$ cat src/rtl/jpeg_pkg.sv
// Shared JPEG pipeline constants and the zigzag sequencer state type.
// Pure declarations: no logic, no latency, no flow control.
package jpeg_pkg;

  localparam int N      = 8;
  localparam int COEF_W = 5*N - 19;
  localparam int ZZ_LEN = N*N;

  typedef enum logic [1:0] {
    LOAD  = 2'd0,
    WRAP  = 2'd1,
    DRAIN = 2'd2
  } zz_state_t;

endpackage

$ cat src/rtl/coef_mux64.sv
// Combinational 64:1 coefficient selector over the flattened zigzag outputs.
// Zero latency; no flow control of its own.
module coef_mux64
  import jpeg_pkg::*;
#(
  parameter int W   = COEF_W,
  parameter int NUM = ZZ_LEN
) (
  input  logic [NUM*W-1:0] zz_y_i,
  input  logic [5:0]       sel_i,
  output logic [W-1:0]     dat_o
);

  assign dat_o = zz_y_i[sel_i*W +: W];

endmodule

$ cat src/rtl/zigzag_seq.sv
// Sequences the 8x8 zigzag stage: paces column loads, strobes start (incl. wrap),
// then drains 64 coefficients. Outputs decode registered state; out_ready stalls drain.
module zigzag_seq #(
  parameter int N      = jpeg_pkg::N,
  parameter int ZZ_LEN = N*N,
  localparam int COEF_W = 5*N - 19
) (
  input  logic                     clk,
  input  logic                     reset,
  input  logic                     col_valid,
  output logic                     col_ready,
  output logic                     zz_start,
  input  logic [ZZ_LEN*COEF_W-1:0] zz_y,
  output logic                     out_valid,
  input  logic                     out_ready,
  output logic [COEF_W-1:0]        out_data,
  output logic [5:0]               out_index,
  output logic                     out_last,
  output logic                     busy
);

  localparam logic [3:0] LAST_COL = 4'(N - 1);
  localparam logic [5:0] LAST_IDX = 6'(ZZ_LEN - 1);

  jpeg_pkg::zz_state_t state_q, state_d;
  logic [3:0]          col_cnt_q, col_cnt_d;
  logic [5:0]          idx_q, idx_d;
  logic [COEF_W-1:0]   sel_dat;

  coef_mux64 #(
    .W   (COEF_W),
    .NUM (ZZ_LEN)
  ) u_mux (
    .zz_y_i (zz_y),
    .sel_i  (idx_q),
    .dat_o  (sel_dat)
  );

  always_comb begin
    state_d   = state_q;
    col_cnt_d = col_cnt_q;
    idx_d     = idx_q;
    case (state_q)
      jpeg_pkg::LOAD: begin
        if (col_valid) begin
          if (col_cnt_q == LAST_COL) begin
            state_d   = jpeg_pkg::WRAP;
            col_cnt_d = 4'd0;
          end else begin
            col_cnt_d = col_cnt_q + 4'd1;
          end
        end
      end
      // The extra start strobe here lets the zigzag count roll 8 -> 0 without a write.
      jpeg_pkg::WRAP: begin
        state_d = jpeg_pkg::DRAIN;
        idx_d   = 6'd0;
      end
      jpeg_pkg::DRAIN: begin
        if (out_ready) begin
          if (idx_q == LAST_IDX) begin
            state_d = jpeg_pkg::LOAD;
            idx_d   = 6'd0;
          end else begin
            idx_d = idx_q + 6'd1;
          end
        end
      end
      default: state_d = jpeg_pkg::LOAD;
    endcase
  end

  always_ff @(posedge clk) begin
    if (reset) begin
      state_q   <= jpeg_pkg::LOAD;
      col_cnt_q <= 4'd0;
      idx_q     <= 6'd0;
    end else begin
      state_q   <= state_d;
      col_cnt_q <= col_cnt_d;
      idx_q     <= idx_d;
    end
  end

  // Reset forces every output low combinationally, not just from the next edge.
  always_comb begin
    col_ready = 1'b0;
    zz_start  = 1'b0;
    out_valid = 1'b0;
    out_data  = '0;
    out_index = 6'd0;
    out_last  = 1'b0;
    busy      = 1'b0;
    if (!reset) begin
      busy = (state_q != jpeg_pkg::LOAD) || (col_cnt_q != 4'd0);
      case (state_q)
        jpeg_pkg::LOAD: begin
          col_ready = 1'b1;
          zz_start  = col_valid;
        end
        jpeg_pkg::WRAP: zz_start = 1'b1;
        jpeg_pkg::DRAIN: begin
          out_valid = 1'b1;
          out_data  = sel_dat;
          out_index = idx_q;
          out_last  = (idx_q == LAST_IDX);
        end
        default: ;
      endcase
    end
  end

endmodule

$ cat config.mk
export PLATFORM = sky130hd
export DESIGN_NAME = zigzag_seq
export DESIGN_NICKNAME = d
export VERILOG_FILES = /design/src/rtl/jpeg_pkg.sv /design/src/rtl/coef_mux64.sv /design/src/rtl/zigzag_seq.sv
export SDC_FILE = /design/constraint.sdc
export NUM_CORES = 1
export LEC_CHECK = 0
export BUFFER_PORTS_ARGS = -buffer_cell sky130_fd_sc_hd__buf_2
export CAP_MARGIN = 25
export CELL_PAD_IN_SITES_DETAIL_PLACEMENT = 0
export CELL_PAD_IN_SITES_GLOBAL_PLACEMENT = 2
export CORE_AREA = 2 2 535 537
export DETAILED_ROUTE_END_ITERATION = 12
export DIE_AREA = 0 0 537 539
export GPL_TIMING_DRIVEN = 0
export PLACE_DENSITY = 0.39
export SLEW_MARGIN = 20
export SYNTH_ARGS = -nofsm -noshare
export SYNTH_HDL_FRONTEND = slang
export SYNTH_SLANG_ARGS = --single-unit
$ cat constraint.sdc
create_clock -name clk -period 3.9 [get_ports clk]
set_input_delay 0.39 -clock clk [delete_from_list [all_inputs] [get_ports clk]]
set_output_delay 0.39 -clock clk [all_outputs]
set_load 0.01 [all_outputs]
==> summary.log <==
qor: status.status complete, no violations
qor: sta.layout_worst_path_cycle_share 98.7%
qor: grt.via_count_of_the_first_global_routing_pass 18500
qor: synth.syn_area_per_cell 12.9 um^2
qor: synth.synth.distinct_cells 47
qor: drt.routed-via-count 17100
qor: placement.count_of_placed_standard_cells_including_taps 6051
qor: sta.hold-worst-slack 0.461 ns
qor: grt.global_route.usage.total 13.7%
qor: setup_path.timing.critical_path.arrival 3.46 ns
qor: sta.post-route-worst-setup-slack 0.0503 ns
qor: sta.final.setup_skew 0.00686 ns
qor: drt.detailedRoute.firstPassIterationCount 5
qor: synth.synthArstFlopShare 0%
qor: finish.fin_nets 3651
qor: drt.route.detailed.wl_per_inst 34.2 um
qor: drt.route.antenna.remaining_nets 0
qor: grt.grt_max_degree 12
qor: synth.ys_seq_elements 12
qor: grt.grt_overflow 0
qor: clocking.number_of_buffers_inserted_during_clock_tree_synthesis 3
qor: clocking.htree_levels 1
qor: finish.final-instance-count-excl-fill 6114
qor: synth.postSynth.topFlopCell dfxtp_1
qor: floorplanning.pin_count 1380
qor: synth.total_of_warnings_raised_by_yosys 0
qor: placement.place_congestion 0.944
qor: min_path.hold_path.class in2reg
qor: sta.report.final.hold_viol_count 0
qor: sta.fin_crit 3.85 ns
qor: grt.first_pass_grt_wire_length 247000 um
qor: floorplanning.total_die_area 289000 um^2
qor: setup_path.path_max_fanout 10
qor: setup_path.crit_required 3.51 ns
qor: synth.synth-edff-count 0
qor: finish.utilization 8.62%
qor: setup_path.worstSetupEndpointType primary output
qor: finish.multi_input_comb_area 11000 um^2
qor: clocking.register_clock_pin_slew_on_the_reported_worst_setup_and_hold_paths 0.05 ns
qor: grt.number_of_antenna_violations_at_the_first_check_in_global_routing 163
qor: setup_path.cpMaxStageDelayCell mux4_2
qor: finish.fraction_of_final_layout_cells_sized_beyond_drive_strength_1 82.9%
qor: power_and_ir_drop.power.leakage 9.04 nW
qor: floorplanning.die_height 539 um
qor: drt.post_drt_via_cell_ratio 2.80
qor: power_and_ir_drop.irDropWorstVdd 0.000147 V
qor: sta.maxSlewViolCount 0
qor: clocking.tritoncts_num_sinks 12
qor: clocking.cts_tree built
qor: sta.tightestPinTransition 0.963 ns
qor: clocking.clk_latency 0.25 ns
qor: clocking.cts-root-to-sink-buffers 2
qor: finish.filler_cell_count 33300
qor: drt.drt_iter0_markers 1096
qor: sta.max_freq 260 MHz
qor: floorplanning.core_area 284000 um^2
qor: setup_path.worst_path_largest_cell_delay 0.55 ns
qor: synth.ys_seq_area_share 2.08%
qor: sta.setup-violations-final 0
qor: drt.wl 209000 um
qor: placement.pre_cts_ws -1.44 ns
qor: run.maxCapViolCount 0
qor: setup_path.critPathLaunchType flip-flop
qor: sta.timing.slew.headroom 35.8%
qor: placement.port-buffer-count 1379
qor: floorplanning.die_x 537 um
qor: placement.detailed_place_hpwl 193000 um
qor: floorplanning.site_rows 196
qor: synth.number_of_standard_cells_after_synthesis 894
qor: clocking.cts-root-buf clkbuf_16
qor: sta.rsz0062_at_grt true
qor: synth.postSynthNetCount 2245
qor: drt.post-route-drc-count 0
qor: floorplanning.initial_util 4.06%
qor: setup_path.worstPathCellList buf_12, buf_4, mux4_2, mux2i_2, o22ai_1, nor2_4, or3b_1, buf_2
qor: power_and_ir_drop.power_per_cell_area 71.1 nW/um^2
qor: finish.sequential_cell_area 243 um^2
qor: synth.post_synth_instance_area 11500 um^2
qor: finish.area_growth_from_synthesis_to_layout 112%
qor: setup_path.timing.setup.critical_path_class reg2out
## registers in the layout, indices dropped and copies added (netlist names)
| signal | flops |
|---|---|
| idx_q | 6 |
| state_q | 2 |
| col_cnt_q | 4 |
## repair_timing
item                                    4_1_cts  5_1_grt
hold endpoints to repair                      0        0
endpoints found under the setup margin       24       11
pin swaps                                     7        1
buffers inserted                              5        2
hold buffers                                  0        0
resized for setup                           176        9
## layer usage
metal,track usage (%),vias to the layer above,part of all wire [%]
li1,-,6931,-
met1,16.1,8632,40
met2,25.0,1187,50
met3,3.66,281,7.5
met4,2.16,110,2.1
met5,0,-,0.33
## Yosys cell counts, drive strengths merged (6+ instances only)
| master | count | area [um^2] |
|---|---|---|
| nand3 | 15 | 75.1 |
| nand2b | 7 | 43.8 |
| nand2 | 10 | 37.5 |
| or3b | 18 | 158 |
| and2 | 7 | 43.8 |
| dfxtp | 12 | 240 |
| inv | 9 | 33.8 |
| clkbuf | 47 | 179 |
| a22o | 10 | 87.6 |
| nor2b | 6 | 37.5 |
| mux2 | 10 | 113 |
| mux2i | 142 | 1420 |
| mux4 | 326 | 7340 |
| buf | 72 | 492 |
| o21ai | 12 | 60.1 |
| nor2 | 45 | 169 |
| a31oi | 7 | 43.8 |
| o22ai | 67 | 419 |
| nor3 | 10 | 50.1 |
| a21oi | 13 | 65.1 |
| a22oi | 12 | 90.1 |
## cells by family (layout without fill, tap and decap cells)
kind of cell / after synthesis / count (layout) / synth area share, %
compound gates: 135 / 135 / 7.69
other cells: 0 / 53 / 0
fa+ha+maj: 3 / 3 / 0.326
simple gates: 134 / 134 / 6.51
buf+inv: 128 / 1533 / 6.11
flops: 12 / 12 / 2.08
xor+xnor: 4 / 4 / 0.304
mux: 478 / 478 / 77.0
## power by group
group	internal (mW)	switching (mW)	total [mW]	leakage [nW]
registers	0.124	0.00188	0.126	0.0980
logic	0.751	0.644	1.40	8.90
clock network	0.156	0.0642	0.220	0.0445
total	1.03	0.710	1.74	9.04
## cell usage in the layout (no fill, tap or decap), types with 3 or more instances in the layout
master,Yosys,routed
nand3_1,15,15
a21oi_1,13,13
buf_6,13,23
nand2b_1,7,6
a221oi_1,5,5
clkbuf_1,45,20
clkbuf_2,2,17
mux2i_1,142,119
o21ai_0,9,6
buf_12,0,17
nor2_4,0,12
o21ai_1,3,3
inv_1,8,8
nor2b_1,6,6
or3b_1,17,17
a22o_1,10,10
o22ai_1,67,55
buf_8,0,7
buf_16,0,4
o221ai_2,0,3
and2_1,7,7
o22ai_2,0,12
a22oi_1,12,12
nand2_1,10,8
buf_4,26,31
clkbuf_16,0,3
mux2i_2,0,15
nor2_1,45,31
diode_2,0,53
mux2i_4,0,8
clkbuf_4,0,8
mux2_2,10,10
dfxtp_1,12,10
a31oi_1,7,7
mux4_2,326,326
buf_2,21,1389
ha_1,3,3
nor3_1,10,10
## final cells by class
class | instances | area share (%)
clock buffers | 4 | 0.363
repair buffers | 1402 | 29.6
flip-flops and latches | 12 | 0.992
plain buffers | 118 | 4.11
multi-input cells | 754 | 45.0
diodes | 53 | 0.542
well taps | 3762 | 19.2
inverters | 9 | 0.138
## path summary, 6_finish.rpt
path                              from                   endpoint  slack [ns]  depth (start not counted)
max reg2reg      idx_q[0]$_SDFFE_PP0P_      idx_q[5]$_SDFFE_PP0P_        1.34                          8
min reg2reg  col_cnt_q[1]$_SDFFE_PP0P_  col_cnt_q[1]$_SDFFE_PP0P_        0.51                          2
max              idx_q[0]$_SDFFE_PP0P_               out_data[15]        0.05                          8
min                          col_valid  col_cnt_q[1]$_SDFFE_PP0P_        0.46                          3
## through the flow
stage               power (mW)  instance area (um^2)   TNS, ns
floorplan                0.451                 11500         0
CTS                       1.78                 24300   -0.0280
finish                    1.74                 24500         0
detailed placement        1.54                 23500    -21.35
global placement          1.52                 23100    -33.67
global route              1.83                 24400  -0.00657
## critical path, delay by kind of cell, from the launching register on
kind	cells	cell delay (ns)
muxes	2	0.98
buffers and inverters	3	0.70
and+or+nand+nor	2	0.69
DFF	1	0.45
AOI/OAI and AO/OA	1	0.34
Power figures use the tool's default switching activity.
